===== config.mk =====
export PLATFORM = sky130hd
export DESIGN_NAME = viterbi_frame_ctrl
export DESIGN_NICKNAME = d
export VERILOG_FILES = /design/src/rtl/viterbi_frame_ctrl.sv
export SDC_FILE = /design/constraint.sdc
export NUM_CORES = 1
export LEC_CHECK = 0
export ABC_AREA = 1
export CAP_MARGIN = 0
export CORE_MARGIN = 8
export CORE_UTILIZATION = 45
export DETAILED_ROUTE_END_ITERATION = 6
export HOLD_SLACK_MARGIN = 0.02
export PLACE_DENSITY = 0.68
export SLEW_MARGIN = 20
export SYNTH_ARGS = -nofsm -noshare
export SYNTH_HDL_FRONTEND = slang
export SYNTH_SLANG_ARGS = --single-unit

===== constraint.sdc =====
create_clock -name clk -period 2.4 [get_ports clk]
set_input_delay 0.36 -clock clk [delete_from_list [all_inputs] [get_ports clk]]
set_output_delay 0.36 -clock clk [all_outputs]
set_load 0.1 [all_outputs]

===== src/rtl/viterbi_frame_ctrl.sv =====
// Frame sequencer for the viterbi_tx_rx_2b3 chain: payload handshake, zero tail flush,
// decoder drain window, periodic channel error-injection mask and frame statistics.
module viterbi_frame_ctrl #(
    parameter int unsigned FRAME_LEN  = 256,
    parameter int unsigned TAIL_LEN   = 2,
    parameter int unsigned DRAIN_LEN  = 64,
    parameter int unsigned ERR_PERIOD = 16,
    parameter int unsigned SYM_W      = 2,
    parameter int unsigned CNT_W      = 16
) (
    input  logic             clk,
    input  logic             rst,
    input  logic             start_i,
    input  logic             data_valid_i,
    input  logic             data_i,
    output logic             data_ready_o,
    input  logic             err_en_i,
    input  logic [SYM_W-1:0] err_mask_i,
    output logic             encoder_o,
    output logic             enable_encoder_o,
    output logic [SYM_W-1:0] err_inj_o,
    output logic [CNT_W-1:0] word_ct_o,
    output logic [CNT_W-1:0] error_counter_o,
    output logic             busy_o,
    output logic             frame_done_o
);

    localparam int unsigned ACC_W      = $clog2(FRAME_LEN + 1);
    localparam int unsigned TL_W       = (TAIL_LEN > 1) ? $clog2(TAIL_LEN) : 1;
    localparam int unsigned DR_W       = (DRAIN_LEN > 0) ? $clog2(DRAIN_LEN + 1) : 1;
    localparam int unsigned PH_W       = (ERR_PERIOD > 1) ? $clog2(ERR_PERIOD) : 1;
    localparam int unsigned POP_W      = $clog2(SYM_W + 1);
    localparam int unsigned SUM_W      = CNT_W + POP_W;
    localparam int unsigned FRAME_LAST = FRAME_LEN - 1;
    localparam int unsigned TAIL_LAST  = (TAIL_LEN > 0) ? TAIL_LEN - 1 : 0;
    localparam int unsigned PH_LAST    = ERR_PERIOD - 1;
    localparam logic [CNT_W-1:0] CNT_MAX = '1;

    typedef enum logic [1:0] {
        S_IDLE    = 2'd0,
        S_PAYLOAD = 2'd1,
        S_TAIL    = 2'd2,
        S_DRAIN   = 2'd3
    } state_e;

    state_e             state_q, state_d;
    logic [ACC_W-1:0]   acc_q, acc_d;
    logic [TL_W-1:0]    tail_q, tail_d;
    logic [DR_W-1:0]    drain_q, drain_d;
    logic [PH_W-1:0]    phase_q, phase_d;
    logic               enc_q, enc_d;
    logic               en_q, en_d;
    logic [SYM_W-1:0]   inj_q, inj_d;
    logic [CNT_W-1:0]   word_q, word_d;
    logic [CNT_W-1:0]   errc_q, errc_d;
    logic               busy_q, busy_d;
    logic               done_q, done_d;

    logic               transfer;
    logic               issue;
    logic               issue_bit;
    logic [POP_W-1:0]   pop;
    logic [SUM_W-1:0]   err_sum;
    logic [CNT_W-1:0]   err_sat;

    assign data_ready_o = (state_q == S_PAYLOAD) && (acc_q < ACC_W'(FRAME_LEN));
    assign transfer     = data_valid_i & data_ready_o;

    // Saturating accumulate of the flipped-bit count of the current mask.
    always_comb begin
        pop = '0;
        for (int i = 0; i < int'(SYM_W); i++) begin
            pop = pop + POP_W'(err_mask_i[i]);
        end
        err_sum = SUM_W'(errc_q) + SUM_W'(pop);
        err_sat = (err_sum > SUM_W'(CNT_MAX)) ? CNT_MAX : err_sum[CNT_W-1:0];
    end

    // Next-state and registered-output logic.
    always_comb begin
        state_d   = state_q;
        acc_d     = acc_q;
        tail_d    = tail_q;
        drain_d   = drain_q;
        phase_d   = phase_q;
        enc_d     = enc_q;
        en_d      = 1'b0;
        inj_d     = '0;
        word_d    = word_q;
        errc_d    = errc_q;
        done_d    = 1'b0;
        issue     = 1'b0;
        issue_bit = 1'b0;

        case (state_q)
            S_IDLE: begin
                if (start_i) begin
                    state_d = S_PAYLOAD;
                    acc_d   = '0;
                    word_d  = '0;
                    phase_d = '0;
                    tail_d  = '0;
                    drain_d = '0;
                end
            end
            S_PAYLOAD: begin
                if (transfer) begin
                    issue     = 1'b1;
                    issue_bit = data_i;
                    acc_d     = acc_q + ACC_W'(1);
                    word_d    = word_q + CNT_W'(1);
                    if (acc_q == ACC_W'(FRAME_LAST)) begin
                        state_d = (TAIL_LEN > 0) ? S_TAIL : S_DRAIN;
                        tail_d  = '0;
                        drain_d = '0;
                    end
                end
            end
            S_TAIL: begin
                issue     = 1'b1;
                issue_bit = 1'b0;
                tail_d    = tail_q + TL_W'(1);
                if (tail_q == TL_W'(TAIL_LAST)) begin
                    state_d = S_DRAIN;
                    drain_d = '0;
                end
            end
            S_DRAIN: begin
                if (drain_q == DR_W'(DRAIN_LEN)) begin
                    done_d  = 1'b1;
                    state_d = S_IDLE;
                end else begin
                    drain_d = drain_q + DR_W'(1);
                end
            end
            default: state_d = S_IDLE;
        endcase

        // Every issued symbol (payload or tail) steps the injection phase.
        if (issue) begin
            enc_d   = issue_bit;
            en_d    = 1'b1;
            phase_d = (phase_q == PH_W'(PH_LAST)) ? '0 : phase_q + PH_W'(1);
            if ((phase_q == PH_W'(PH_LAST)) && err_en_i) begin
                inj_d  = err_mask_i;
                errc_d = err_sat;
            end
        end

        busy_d = (state_d != S_IDLE);
    end

    always_ff @(posedge clk) begin
        if (!rst) begin
            state_q <= S_IDLE;
            acc_q   <= '0;
            tail_q  <= '0;
            drain_q <= '0;
            phase_q <= '0;
            enc_q   <= 1'b0;
            en_q    <= 1'b0;
            inj_q   <= '0;
            word_q  <= '0;
            errc_q  <= '0;
            busy_q  <= 1'b0;
            done_q  <= 1'b0;
        end else begin
            state_q <= state_d;
            acc_q   <= acc_d;
            tail_q  <= tail_d;
            drain_q <= drain_d;
            phase_q <= phase_d;
            enc_q   <= enc_d;
            en_q    <= en_d;
            inj_q   <= inj_d;
            word_q  <= word_d;
            errc_q  <= errc_d;
            busy_q  <= busy_d;
            done_q  <= done_d;
        end
    end

    assign encoder_o        = enc_q;
    assign enable_encoder_o = en_q;
    assign err_inj_o        = inj_q;
    assign word_ct_o        = word_q;
    assign error_counter_o  = errc_q;
    assign busy_o           = busy_q;
    assign frame_done_o     = done_q;

endmodule

==> metrics.log <==
INFO  metric irDropWorstVdd = 0.2647 mV
INFO  metric finalWeightedCongestion = 0.8711
INFO  metric crit_path_max_fanout = 7
INFO  metric drt-total-wl = 8059 um
INFO  metric grt_start_max_net_pins = 24
INFO  metric floorplan.die.height = 103.1 um
INFO  metric yosys.cell_types.count = 39
INFO  metric status = finished, final reports clean
INFO  metric placed_cells = 632
INFO  metric grt_pass1_wl = 13880 um
INFO  metric groute.usage.overall = 0.1621
INFO  metric via_per_inst = 4.986
INFO  metric rr_endpoint = drain_q[3]
INFO  metric crit_path_start_kind = register
INFO  metric syn_area_per_cell = 6.945 um^2
INFO  metric layout.cells.most_common = nand2_1
INFO  metric cts.reportedPaths.clkPinSlew = 0.07 ns
INFO  metric remaining_drc_errors = 0
INFO  metric routedWlPerCell = 12.46 um
INFO  metric worstSetupEndpointType = register
INFO  metric cts-buffers-inserted = 9
INFO  metric crit_path_max_incr_delay = 0.38 ns
INFO  metric start_util = 0.4686
INFO  metric dp_hpwl = 5891 um
INFO  metric die_width = 103.1 um
INFO  metric tightest_slew = 0.5651 ns
INFO  metric min_period_over_period = 0.8756
INFO  metric tritoncts = done
INFO  metric min_path_type = reg2reg
INFO  metric number_of_antenna_violations_at_the_first_check_in_global_routing = 0
INFO  metric r2r-start = acc_q[0]
INFO  metric insertion_delay = 0.34 ns
INFO  metric layout.cells.most_common_list = nand2_1, dfxtp_1, inv_1, nor2_1, buf_4
INFO  metric power.total = 2.273 mW
INFO  metric setup.reg_to_reg.worst_slack = 0.30 ns
INFO  metric setup-violations-final = 0
INFO  metric cells_traversed_along_the_worst_timing_path = ha_1 > nand2_1 > nor3_1 > and3_1 > ha_1 > nand4_1 > nand2_1 > nand2_1 > inv_1 > nand2_2 > nand2_1 > a21oi_1
INFO  metric num-nets-final = 566
INFO  metric power.leakage = 1.689 nW
INFO  metric finished_layout_cells = 647
INFO  metric synth_seq_area_share = 0.3574
INFO  metric synth_nets = 514
INFO  metric rsz0062_at_grt = no
INFO  metric maxCapViolCount = 0
INFO  metric path_buf_inv = 1
INFO  metric port_buffers = 46
INFO  metric tritoncts_num_sinks = 61
INFO  metric gr-total-overflow = 0
INFO  metric hold_path_depth = 2
INFO  metric rows = 31
INFO  metric worst_max_slew_margin_expressed_relative_to_the_limit = 0.6229
INFO  metric core = 0.007292 mm^2
INFO  metric hold_buffers = 0
INFO  metric route.antenna.remaining_nets = 0
INFO  metric area_growth_syn_to_layout = 19.22%
INFO  metric synth_warnings = 0
INFO  metric post_synth_instance_area = 0.003417 mm^2
INFO  metric antenna-diode-count = 0
INFO  metric first_global_vias = 3179
INFO  metric pwr_density_cell = 557.8 mW/mm^2
INFO  metric final_layout_size_suffix_gt1_frac = 0.1679
INFO  metric final_report_max_slew_violation_count = 0
INFO  metric holdCritStartpoint = tail_q
INFO  metric cts_setup_buffers = 0
INFO  metric worst_ep_required_time = 2.60 ns
INFO  metric io-pin-count = 47
INFO  metric drt_pre_antenna_iters = 4
INFO  metric layout_min_cycle_time = 2.101 ns
INFO  metric synth_seq_cells = 61
INFO  metric die_area = 0.01064 mm^2
INFO  metric clockRootBuffer = clkbuf_8
INFO  metric initialDrtViolationCount = 94
INFO  metric cp_slowest_cell = dfxtp_1
INFO  metric critPathMostFrequentCell = nand2_1
INFO  metric route.vias.total = 3226
INFO  metric clock.fmax = 475.9 MHz
INFO  metric timing.setup.tns = 0 ns
INFO  metric h-tree-depth = 3
INFO  metric hold_violations = 0
INFO  metric min_to = tail_q
INFO  metric clockBufferDepth = 2
INFO  metric reg2reg_depth = 12
INFO  metric fin_skew = 0.007782 ns
INFO  metric synth_cells = 492
INFO  metric critical_path_arrival = 2.30 ns
INFO  metric cp_top_family = simple AND/OR/NAND/NOR gates
INFO  metric critPathKind = reg2reg
[cell families after synthesis]
group / count (synthesis) / synth area share
AOI/OAI and AO/OA: 65 / 0.1139
xor gates and xnor gates: 7 / 0.01794
adders and majority gates: 14 / 0.05346
buffers and inverters: 72 / 0.09044
DFF: 61 / 0.3574
and+or+nand+nor: 273 / 0.3669
[repair_timing]
item	in CTS	in global routing
setup endpoints to repair	0	2
hold endpoints to repair	0	0
gates resized for setup	0	1
[registers in the layout, summed over array words and instances, names as in the netlist]
| register | cells |
|---|---|
| error_counter_o | 16 |
| state_q | 2 |
| busy_o | 1 |
| tail_q | 1 |
| word_ct_o | 16 |
| frame_done_o | 1 |
| acc_q | 9 |
| drain_q | 7 |
| encoder_o | 1 |
| enable_encoder_o | 1 |
| err_inj_o | 2 |
| phase_q | 4 |
[metrics by stage]
step                      utilization  worst slack [ns]  instance area, um^2  hold slack, ns
after floorplan                     -           0.05303                 3420          0.4408
final                          0.5587            0.2986                 4074          0.4667
after global placement         0.5316            0.1207                 3876          0.4606
after CTS                      0.5580            0.2859                 4069          0.4703
after detailed placement       0.5316           0.06525                 3876          0.4623
after global routing           0.5587           0.06397                 4074          0.4910
[per-layer routing]
metal,wire length [um],global-route usage
met5,0,0
met3,418,0.04389
met1,3743,0.1894
met4,74,0.05117
met2,3823,0.2804
[Yosys cell counts]
library cell,instances,area share
a211oi_1,1,0.0022
a211oi_2,3,0.011
a21o_1,2,0.0044
a21oi_1,31,0.045
a21oi_4,1,0.0048
a31oi_1,1,0.0018
and3_1,1,0.0018
buf_2,1,0.0015
buf_4,2,0.0044
buf_6,4,0.013
clkbuf_1,2,0.0022
dfxtp_1,61,0.36
fa_1,1,0.0059
ha_1,13,0.048
inv_1,57,0.063
inv_2,6,0.0066
nand2_1,136,0.15
nand2_2,8,0.015
nand2_4,1,0.0033
nand3_1,31,0.045
nand3_2,2,0.0059
nand3b_1,4,0.0088
nand4_1,11,0.020
nand4_4,1,0.0062
nor2_1,48,0.053
nor2_2,8,0.015
nor2_4,2,0.0066
nor3_1,14,0.021
nor3_2,1,0.0029
nor3_4,1,0.0048
nor3b_2,1,0.0037
o211ai_1,2,0.0044
o21ai_0,13,0.019
o21ai_1,8,0.012
o21ai_4,1,0.0048
o21bai_1,2,0.0044
or2_0,3,0.0055
xnor2_1,2,0.0051
xor2_1,5,0.013
[worst max path at each step]
stage,start,end,depth (start not counted)
global placement,err_mask_i[0],error_counter_o[13],11
floorplan,error_counter_o[0],error_counter_o[1],10
CTS,acc_q[0],drain_q[4],11
finish,acc_q[0],drain_q[3],12
detailed placement,err_mask_i[0],error_counter_o[13],11
global route,acc_q[0],drain_q[6],11
[layout make-up]
class                           instances  area, um^2
Multi-Input combinational cell        359        1894
Clock buffer                           14       162.7
Clock inverter                          1       30.03
Timing Repair Buffer                   50       405.4
Inverter                               63       236.5
Tap cell                               99       123.9
Sequential cell                        61        1221
Fill cell                             752        3218
[report_power, final]
group | internal (mW) | switching (mW) | leakage (nW)
clock | 0.533 | 0.391 | 0.0968
combinational | 0.0820 | 0.218 | 1.10
sequential | 1.03 | 0.0178 | 0.493
total | 1.65 | 0.626 | 1.69
[tightest hold or removal path, cell delays in order, from the launching register on]
cell	delay, ns
dfxtp_1	0.30
inv_1	0.06
a21oi_1	0.06
Note: power is estimated with default switching activity, not from simulation.
